===== config.mk =====
export PLATFORM = sky130hd
export DESIGN_NAME = muffer_window_reader
export DESIGN_NICKNAME = d
export VERILOG_FILES = /design/src/rtl/muffer_window_reader.sv
export SDC_FILE = /design/constraint.sdc
export NUM_CORES = 1
export LEC_CHECK = 0
export ABC_CLOCK_PERIOD_IN_PS = 5900
export CAP_MARGIN = 5
export CELL_PAD_IN_SITES_DETAIL_PLACEMENT = 0
export CELL_PAD_IN_SITES_GLOBAL_PLACEMENT = 1
export CORE_ASPECT_RATIO = 1.25
export CORE_MARGIN = 4
export CORE_UTILIZATION = 34
export DETAILED_ROUTE_END_ITERATION = 6
export GPL_TIMING_DRIVEN = 1
export PLACE_DENSITY = 0.86
export SLEW_MARGIN = 20
export SYNTH_ARGS = -nofsm -noshare
export SYNTH_HDL_FRONTEND = slang
export SYNTH_SLANG_ARGS = --single-unit

===== constraint.sdc =====
create_clock -name clk -period 5.9 [get_ports clk]
set_input_delay 0.885 -clock clk [delete_from_list [all_inputs] [get_ports clk]]
set_output_delay 0.885 -clock clk [all_outputs]
set_load 0.005 [all_outputs]

===== src/rtl/muffer_window_reader.sv =====
// Read-side sequencer for the multi-port scratchpad: walks a strided address
// sequence and streams each returned PAR_READ-word window on a valid/ready port.
module muffer_window_reader #(
  parameter int DATA_WIDTH = 16,
  parameter int DEPTH      = 16,
  parameter int PAR_READ   = 3,
  parameter int CNT_WIDTH  = 8,
  parameter int ADDR_WIDTH = $clog2(DEPTH)
) (
  input  logic                           clk,
  input  logic                           rst_n,
  input  logic                           start,
  input  logic [ADDR_WIDTH-1:0]          base_addr,
  input  logic [CNT_WIDTH-1:0]           count,
  input  logic [ADDR_WIDTH-1:0]          stride,
  output logic                           busy,
  output logic                           done,
  output logic [ADDR_WIDTH-1:0]          mem_read_addr,
  input  logic [PAR_READ*DATA_WIDTH-1:0] mem_read_data,
  output logic                           out_valid,
  input  logic                           out_ready,
  output logic [PAR_READ*DATA_WIDTH-1:0] out_data
);

  typedef enum logic [1:0] {IDLE, RUN, FIN} state_t;

  state_t                state;
  logic [CNT_WIDTH-1:0]  remaining;
  logic [ADDR_WIDTH-1:0] stride_r;
  logic                  load;
  logic                  leave_run;

  // The output register is free when empty or being drained this cycle.
  always_comb begin
    load      = 1'b0;
    leave_run = 1'b0;
    if (state == RUN) begin
      load      = (remaining != '0) && (!out_valid || out_ready);
      leave_run = (remaining == '0) && (!out_valid || out_ready);
    end
  end

  always_ff @(posedge clk or negedge rst_n) begin
    if (!rst_n) begin
      state         <= IDLE;
      busy          <= 1'b0;
      done          <= 1'b0;
      out_valid     <= 1'b0;
      out_data      <= '0;
      mem_read_addr <= '0;
      remaining     <= '0;
      stride_r      <= '0;
    end else begin
      done <= 1'b0;
      case (state)
        IDLE: begin
          if (start) begin
            if (count != '0) begin
              state         <= RUN;
              busy          <= 1'b1;
              mem_read_addr <= base_addr;
              remaining     <= count;
              stride_r      <= stride;
            end else begin
              state <= FIN;
              done  <= 1'b1;
            end
          end
        end
        RUN: begin
          if (load) begin
            out_data      <= mem_read_data;
            out_valid     <= 1'b1;
            mem_read_addr <= mem_read_addr + stride_r;
            remaining     <= remaining - CNT_WIDTH'(1);
          end
          if (leave_run) begin
            state     <= FIN;
            busy      <= 1'b0;
            done      <= 1'b1;
            out_valid <= 1'b0;
          end
        end
        FIN:     state <= IDLE;
        default: state <= IDLE;
      endcase
    end
  end

endmodule


==> metrics.md <==
| Metric | Value |
|---|---|
| Status | `finished, final reports clean` |
| Grt total ovfl | `0` |
| Sequential share of the synthesized area | `56.42%` |
| Clock Pin Slew Worst Setup and Hold Paths | `0.07 ns` |
| Top cells by area, synth | `dfrtp_1, nand2_1, o2bb2ai_1` |
| CTS tree | `yes` |
| Remaining antenna violation count | `0` |
| Worst vdd ir | `between 200 and 300 uV` |
| Clock root cell | `clkbuf_8` |
| Vias in the first global route | `2671` |
| Mapped Avg Cell Area | `between 9 and 10 sq um` |
| Htree depth | `3` |
| Worst Path Required | `just over 6 ns` |
| Pleak | `2.085 nW` |
| Pin count of the biggest net entering global routing | `70` |
| Critical path fanouts, max | `31` |
| # nets final | `518` |
| Fin area | `0.004571 sq mm` |
| Min Tclk post-route | `2.964 ns` |
| Clock Path Buffers | `2` |
| Die Span X | `92.86 um` |
| Top cell type's share of synthesized area | `56.42%` |
| Setup CP Type | `reg -> reg` |
| Area grow syn2layout | `49.35%` |
| Final setup viols | `0` |
| Die H | `114.1 um` |
| Tot GR Track Use | `15.47%` |
| 1st-pass router iterations | `5` |
| Worst Hold Class | `reg -> reg` |
| HPWL after DPL | `5599 um` |
| Seq cells post-synth | `69` |
| Layout cells sized above 1 | `6.013%` |
| Cell Pwr Density | `517.2 mW/mm^2` |
| Via count | `2639` |
| Antenna violations before repair | `0` |
| Core region area | `0.008748 sq mm` |
| Max Freq | `0.3373 GHz` |
| Distinct cells, synth | `44` |
| Element type at the critical path end | `flip-flop` |
| Post-CTS setup buffers | `0` |
| Iter 0 DRT Violations | `116` |
| Mapped Cells | `328` |
| Resized Gates After CTS | `0` |
| Initial Util | `34.98%` |
| RSZ-0062 raised after global routing | `false` |
| Final-layout fill cell count | `845` |
| Clock Sinks | `69` |
| Data arrival, critical path | `about 3.2 ns` |
| Yosys warning count | `0` |
| Slew Limit Fails | `0` |
| # DRC | `0` |
| Syn Nets | `401` |
| Setup WS post-layout | `between 2 and 3 ns` |
| Worst setup SP type | `flip-flop` |
| WL/cell | `13.85 um` |
| Post-Syn Area | `a little over 0.003 sq mm` |
| First-pass GRT wire length | `13070 um` |
| Cell row count | `38` |
| Setup TNS | `0 ns` |
| Vias/cell | `4.638` |
| Slew @ Worst Pin | `0.9208 ns` |
| Global placement routability congestion | `0.7715` |
| Hold_buf cts | `0` |
| Number of maximum-capacitance violations | `0` |
| Setup Skew | `0.009852 ns` |
| Antenna diodes | `0` |
| Final period util | `around 50%` |
| Synth area leader | `dfrtp_1` |
| Post-place setup slack | `about 2.7 ns` |
| CTS Buf Count | `9` |
| Total Wirelength | `7881 um` |
| PortBufs | `122` |
| Die Area | `0.01059 sq mm` |
| Worst skew pair latency | `0.34 ns` |
| Hold Fails Final Rpt | `0` |
| Post-DP Area | `0.004347 sq mm` |
| Final core utilization | `52.25%` |
| Ports | `roughly 120` |
| Slew margin rel. | `38.47%` |
[worst paths after layout]
| check | start | end | slack (ns) | cells past startpoint |
|---|---|---|---|---|
| max in group asynchronous | rst_n | out_data[40]$_DFFE_PN0P_ | 4.58 | 2 |
| min in group asynchronous | rst_n | out_data[42]$_DFFE_PN0P_ | 0.73 | 2 |
| worst min register to register | out_data[13]$_DFFE_PN0P_ | out_data[13]$_DFFE_PN0P_ | 0.47 | 2 |
| worst max-delay path | remaining[0]$_DFFE_PN0P_ | remaining[0]$_DFFE_PN0P_ | 2.94 | 7 |
| worst max register to register | remaining[0]$_DFFE_PN0P_ | remaining[0]$_DFFE_PN0P_ | 2.94 | 7 |
| worst min-delay path | out_data[13]$_DFFE_PN0P_ | out_data[13]$_DFFE_PN0P_ | 0.47 | 2 |
[area by class of cell]
cell class / instances / area [sq um] / area share (%)
timing repair buffer: 125 / 1239 / 27.10
sequential: 69 / 1727 / 37.78
multi-input combinational: 235 / 1222 / 26.75
clock buffer: 11 / 141.4 / 3.093
tap: 120 / 150.1 / 3.285
inverter: 5 / 18.77 / 0.4106
clock inverter: 4 / 72.57 / 1.588
[report_power, final]
part	leakage [nW]	internal, mW	switching [mW]
registers	0.836	0.703	0.150
clock network	0.105	0.247	0.171
logic	1.14	0.584	0.510
[per-layer routing]
layer,up-vias,global-route usage [%],wire length (um),part of all wire [%]
li1,1300,-,-,-
met1,1248,20.60,3395,43
met2,80,24.46,3845,49
met3,11,4.011,511,6.5
met4,0,5.572,129,1.6
met5,-,0,0,0
[state kept, by name, indices dropped and copies added (netlist names)]
name,flops
mem_read_addr,4
out_data,48
busy,1
state,2
done,1
remaining,8
out_valid,1
stride_r,4
[synth_stat cells, drive strengths merged]
master and n:
nand2 154, dfrtp 69, buf 15, a21oi 11, o21ai 10, o2bb2ai 6, inv 5, nor2 5
clkbuf 4, ha 4, mux2 4, nor3 4, nor4 4, mux2i 3, nand3 3, o22ai 3
a221oi 2, nand2b 2, nor3b 2, or3b 2, a2111oi 1, a211oi 1, a21o 1, and2 1
fa 1, nand4b 1, nor2b 1, nor4b 1, o21a 1, o221ai 1, o311a 1, o311ai 1
or3 1, or4 1, xnor2 1, xor2 1
[critical path: stages, from the launching register on]
cell and delay [ns]:
dfrtp_1 0.40, inv_1 0.12, ha_1 0.20, or3b_1 0.51, o311ai_4 0.85, buf_4 0.46
a221oi_1 0.13, a211oi_1 0.19
[metrics by stage]
stage / instances / hold WS, ns / power (mW)
5_1_grt: 569 / 0.4826 / 2.566
4_1_cts: 569 / 0.4691 / 2.398
6_report: 569 / 0.4728 / 2.364
2_1_floorplan: 328 / 0.4269 / 1.421
3_5_place_dp: 554 / 0.4588 / 1.963
3_3_place_gp: 554 / 0.4551 / 1.938
[kinds of logic (layout without fill, tap and decap cells)]
family / count (synthesis) / after routing / share of synthesized area [%]
xor gates and xnor gates: 2 / 2 / 0.5725
DFF: 69 / 69 / 56.42
buffers and inverters: 24 / 145 / 4.006
and+or+nand+nor: 182 / 182 / 25.31
muxes: 7 / 7 / 2.453
AOI/OAI and AO/OA: 39 / 39 / 8.954
adders and majority gates: 5 / 5 / 2.290
[cell usage in the layout (no fill, tap or decap), types with 2 or more instances in the layout]
cell             count
nor3_1               4
bufinv_16            2
clkdlybuf4s50_1    121
inv_1                5
o21ai_0              6
nand2b_1             2
mux2_2               2
dfrtp_1             69
o2bb2ai_1            6
nand3_1              3
a21oi_1             10
nor3b_1              2
clkbuf_8            10
nor2_1               4
nand2_1            154
mux2i_1              3
buf_4                3
a221oi_1             2
o22ai_1              3
mux2_1               2
ha_1                 4
nor4_2               2
o21ai_1              4
nor4_1               2
No activity file was read; power rests on OpenSTA's default activity.
==> variant 1: new RTL, same settings <==
Set the parameter `DATA_WIDTH` to 32 (it was 16).
--- a/src/rtl/muffer_window_reader.sv
+++ b/src/rtl/muffer_window_reader.sv
@@ -2,5 +2,5 @@
 // sequence and streams each returned PAR_READ-word window on a valid/ready port.
 module muffer_window_reader #(
-  parameter int DATA_WIDTH = 16,
+  parameter int DATA_WIDTH = 32,
   parameter int DEPTH      = 16,
   parameter int PAR_READ   = 3,
Interface: changed (resized mem_read_data and out_data); port bits go from 123 to 219. No check against the original RTL was run, so the function may have changed too.
==> variant 1 against the original RTL <==
Setup slack worse by 0.14 ns; via count grew 65%; final area up 68%; sequential cell count is 48 higher; area after synthesis rose by 57%; synthesized cell count up 62%; worst hold slack got worse by 0.0015 ns; total power grew 76%; routed wire length up 77%; clock skew rose by 0.00083 ns; largest power group unchanged.
==> variant 1: results (changes against the original RTL) <==
- The number of nets in the layout is 863 (was 518).
- The first-pass GRT wire length was 21700 um (was 13100 um).
- The clock latency on the worst-skew pair is 0.40 ns (was 0.34 ns).
- The last weighted congestion value of the routability-driven placer came to 0.796 (was 0.772).
- The number of H-tree levels came to 4 (was 3).
- The clock input transition at the sequential cells of the worst setup and hold paths is 0.05 ns (was 0.07 ns).
- The number of distinct library cells after synthesis was 45 (was 44).
- The post-synthesis sequential area ratio came to 60.9% (was 56.4%).
- The number of buffers created by CTS is 17 (was 9).
- The standard cell with the maximum stage delay on the critical path is o311a_4 (was o311ai_4).
- The via count of the first global-routing pass is 4354 (was 2671).
- The total nets after synthesis was 652 (was 401).
- The overall routing resource usage is 17.0% (was 15.5%).
- Outcome: finished, final reports clean (unchanged).
- The placement-stage cell area came to 0.00710 mm2 (was 0.00435 mm2).
- The worst-margin pin slew was 1.03 ns (was 0.921 ns).
- The highest cell delay on the worst timing path is 0.62 ns (was 0.85 ns).
- The worst setup skew after layout is 0.0107 ns (was 0.00985 ns).
- The largest driver fanout on the critical path came to 57 (was 31).
- The vias per cell is 4.69 (was 4.64).
- The maximum number of pins on one net before global-route repair is 105 (was 70).
- Largest cells by area after synthesis: dfrtp_1 61%, nand2_1 24%, clkbuf_1 1.2% (was dfrtp_1 56%, nand2_1 19%, o2bb2ai_1 1.7%).
- Synth top cells by count: 302 x nand2_1, 117 x dfrtp_1, 16 x clkbuf_1 (was 154 x nand2_1, 69 x dfrtp_1, 10 x a21oi_1).
- The share of post-route cells with drive strength above 1 was 5.45% (was 6.01%).
- The total routed wirelength is 13900 um (was 7880 um).
- The critical path's top delay family is simple AND/OR/NAND/NOR gates (was compound AO/OA/AOI/OAI gates).
- The signal arrival time at the worst endpoint is 3.39 ns (was 3.21 ns).
- The cell at the root of the clock tree is clkbuf_16 (was clkbuf_8).
- The final HPWL from detailed placement is 9850 um (was 5600 um).
- The number of search-and-repair iterations in the first detailed-routing pass is 6 (was 5).
- The worst vdd rail ir drop is 0.000276 V (was 0.000255 V).
==> variant 1: cell types whose count changed in the layout (fill, tap and decap cells not counted), sizes merged, moves of 4 or more <==
| cell | before | now |
|---|---|---|
| nand2 | 154 | 302 |
| clkdlybuf4s50 | 121 | 217 |
| dfrtp | 69 | 117 |
| clkbuf | 11 | 20 |
| clkinv | 1 | 5 |
==> variant 1: report_power, final <==
part           switching (uW)  leakage (uW)  internal, uW
Clock                     339      0.000265           601
Combinational             827       0.00194           960
Sequential                230       0.00142          1200
Total                    1400       0.00362          2760
==> variant 1: stage by stage <==
stage / util, % / std cells
after floorplan: - / 531
after global placement: 51.4 / 897
after detailed placement: 51.4 / 897
after CTS: 55.4 / 926
after global routing: 55.5 / 927
final: 55.5 / 927
==> variant 1: kinds of logic (layout without fill, tap and decap cells) <==
group | count (synthesis) | count (layout) | share of synthesized area, %
AND/OR/NAND/NOR | 328 | 328 | 27.0
flip-flops | 117 | 117 | 60.9
AO/OA/AOI/OAI | 38 | 38 | 5.59
buffers and inverters | 34 | 255 | 3.12
multiplexers | 7 | 7 | 1.59
adder cells (fa/ha/maj) | 5 | 5 | 1.46
XOR/XNOR | 2 | 2 | 0.364
==> variant 1: layer usage <==
| layer | up-vias | wire, um | share of wire, % | global-route usage (%) |
|---|---|---|---|---|
| li1 | 2100 | - | - | - |
| met1 | 2035 | 5510 | 40 | 20.0 |
| met2 | 176 | 6920 | 50 | 27.9 |
| met3 | 32 | 1070 | 7.7 | 5.58 |
| met4 | 0 | 450 | 3.2 | 8.01 |
| met5 | - | 0 | 0 | 0 |
==> variant 1: layout make-up <==
cell class	count	area [um2]
Sequential cell	117	2930
Clock buffer	20	467
Timing Repair Buffer	221	2210
Tap cell	175	219
Multi-Input combinational cell	380	1740
Clock inverter	9	81.3
Fill cell	1251	6140
Inverter	5	18.8
==> variant 1: worst reg2reg max path: stages, from the launching register on <==
cell and delay (ns):
dfrtp_1 0.40, inv_1 0.10, ha_1 0.18, or3b_1 0.52, o311a_4 0.62, buf_12 0.26
nor2_2 0.52, mux2_1 0.38
==> variant 1: worst paths after layout <==
path / startpoint / endpoint / slack (ns) / depth (start not counted)
max: remaining[0] / mem_read_addr[0] / 2.79 / 7
min: out_data[27] / out_data[27] / 0.47 / 2
max reg2reg: remaining[0] / mem_read_addr[0] / 2.79 / 7
min reg2reg: out_data[27] / out_data[27] / 0.47 / 2
max in group asynchronous: rst_n / out_data[79] / 4.09 / 2
min in group asynchronous: rst_n / out_data[28] / 0.58 / 1
==> variant 2: new RTL, same flow settings <==
Made on the original files. Re-encode `state_t` (3 states) as one-hot, 3 bits wide.
--- a/src/rtl/muffer_window_reader.sv
+++ b/src/rtl/muffer_window_reader.sv
@@ -23,5 +23,5 @@
 );
 
-  typedef enum logic [1:0] {IDLE, RUN, FIN} state_t;
+  typedef enum logic [2:0] {IDLE = 3'b001, RUN = 3'b010, FIN = 3'b100} state_t;
 
   state_t                state;
Behaviour: no difference found for any inputs over 10 cycles, from zero or initial values and one cycle with rst_n low; not proved beyond that.
==> variant 2 against the original RTL <==
Total power shrank 4.3%; setup slack gained 0.38 ns; final area is 0.44% higher; combinational power is 6% lower; clock power fell by 14%; critical endpoint is now remaining[1]; routed wire length shrank 5.3%; area after synthesis grew 0.33%; largest power group unchanged; sequential cell count grew 1.
==> variant 2: results (changes against the original RTL) <==
- The standard cell with the maximum stage delay on the critical path was buf_4 (was o311ai_4).
- The post-CTS setup buffer count was 0 (unchanged).
- The post-synthesis async set-or-reset flop share was 100% (unchanged).
- The number of antenna violations at the first check in global routing is 0 (unchanged).
- The clock latency on the worst-skew pair is 0.34 ns (about the same).
- The total routed wirelength is 7460 um (was 7880 um).
- The cell at the root of the clock tree is clkbuf_8 (unchanged).
- The number of search-and-repair iterations in the first detailed-routing pass is 4 (was 5).
- The worst setup skew after layout was 0.00992 ns (was 0.00985 ns).
- The final HPWL from detailed placement is 5450 um (was 5600 um).
- Synth top cells by count: 69 x dfrtp_1, 47 x mux2_2, 18 x nand2_1 (was 154 x nand2_1, 69 x dfrtp_1, 10 x a21oi_1).
- The initial DRC count is 77 (was 116).
- The primary flip-flop cell chosen by synthesis mapping is dfrtp_1 (unchanged).
- The leakage power is 0.00186 uW (was 0.00209 uW).
- The type of the most critical hold path is register to register (unchanged).
- Largest registers: out_data x48, remaining x8 (unchanged).
- The number of warning messages in the yosys log is 0 (unchanged).
- The total of buffers placed on input and output ports came to 122 (unchanged).
- The share of post-route cells with drive strength above 1 came to 19.5% (was 6.01%).
- The post-synthesis sequential area ratio was 57.1% (was 56.4%).
- The number of buffers created by CTS was 9 (unchanged).
- The maximum number of pins on one net before global-route repair is 71 (was 70).
- Largest cells by area after synthesis: dfrtp_1 56%, mux2_2 17%, nand2_1 2.2% (was dfrtp_1 56%, nand2_1 19%, o2bb2ai_1 1.7%).
- The number of nets in the layout was 438 (was 518).
- The total nets after synthesis is 312 (was 401).
- The last weighted congestion value of the routability-driven placer is 0.772 (about the same).
- The number of H-tree levels is 3 (unchanged).
- The signal arrival time at the worst endpoint came to 2.82 ns (was 3.21 ns).
- The overall routing resource usage was 14.7% (was 15.5%).
- The largest driver fanout on the critical path is 59 (was 31).
- The buffer levels on the longest clock path is 2 (unchanged).
- The worst slew margin relative to its limit came to 40.4% (was 38.5%).
- The worst vdd rail ir drop is 0.000260 V (was 0.000255 V).
- Outcome: finished, final reports clean (unchanged).
- After clock tree synthesis, the clock-pin slew on the worst setup and hold paths is 0.08 ns.
- The count of instances resized after the clock tree is built is 0 (unchanged).
- The vias per cell is 4.84 (was 4.64).
- The share of the synthesized area in the top cell type is 56.2% (was 56.4%).
- The first-pass GRT wire length is 12300 um (was 13100 um).
- The number of diodes added for antenna fixing came to 0 (unchanged).
- The number of distinct library cells after synthesis is 49 (was 44).
- The highest cell delay on the worst timing path is 0.60 ns (was 0.85 ns).
- The via count of the first global-routing pass is 2566 (was 2671).
==> variant 2: worst max-delay path, delay by kind of cell <==
kind,cells,cell delay (ns)
AO/OA/AOI/OAI,2,0.50
AND/OR/NAND/NOR,2,0.30
buffers and inverters,2,1.09
==> variant 2: worst paths after layout <==
path	from	to	slack (ns)	cells past startpoint
max in group asynchronous	rst_n	out_data[31]	4.56	2
setup reg to reg	state[2]	remaining[1]	3.51	5
hold / removal	stride_r[0]	stride_r[0]	0.50	2
hold reg to reg	stride_r[0]	stride_r[0]	0.50	2
setup / recovery	out_ready	remaining[1]	3.32	6
min in group asynchronous	rst_n	done	0.75	2
==> variant 2: through the flow <==
stage	instances	hold slack (ns)	cell area (um2)	utilization (%)	setup slack (ns)
floorplan	239	0.450	3070	-	3.76
detailed placement	474	0.487	4400	50.3	2.96
finish	490	0.498	4590	52.5	3.32
global route	490	0.530	4590	52.5	3.15
CTS	490	0.505	4590	52.5	3.33
global placement	474	0.470	4400	50.3	3.03
==> variant 2: final cells by class <==
cell class | count | area, um2
Sequential cell | 70 | 1750
Fill cell | 803 | 4160
Timing Repair Buffer | 126 | 1250
Clock inverter | 3 | 17.5
Inverter | 7 | 26.3
Tap cell | 120 | 150
Multi-Input combinational cell | 151 | 1230
Clock buffer | 13 | 169
==> variant 2: routing by layer <==
| metal | GRT usage [%] | wire length (um) | part of all wire (%) | up-vias |
|---|---|---|---|---|
| met5 | 0 | 0 | 0 | - |
| met4 | 5.38 | 99 | 1.3 | 0 |
| met3 | 6.44 | 738 | 9.9 | 9 |
| met2 | 23.8 | 3690 | 49 | 92 |
| met1 | 17.4 | 2940 | 39 | 1160 |
| li1 | - | - | - | 1113 |
==> variant 2: power breakdown <==
group,total (uW),internal (uW),switching (uW)
logic,1030,651,381
clock network,361,186,175
registers,870,719,150
total,2260,1560,706
==> variant 2: cells by family after synthesis <==
kind of cell    share of synthesized area, %
flops                                   57.1
simple gates                            9.54
mux                                     17.9
compound gates                          9.41
buf+inv                                 2.89
fa+ha+maj                               2.28
xor+xnor                               0.856
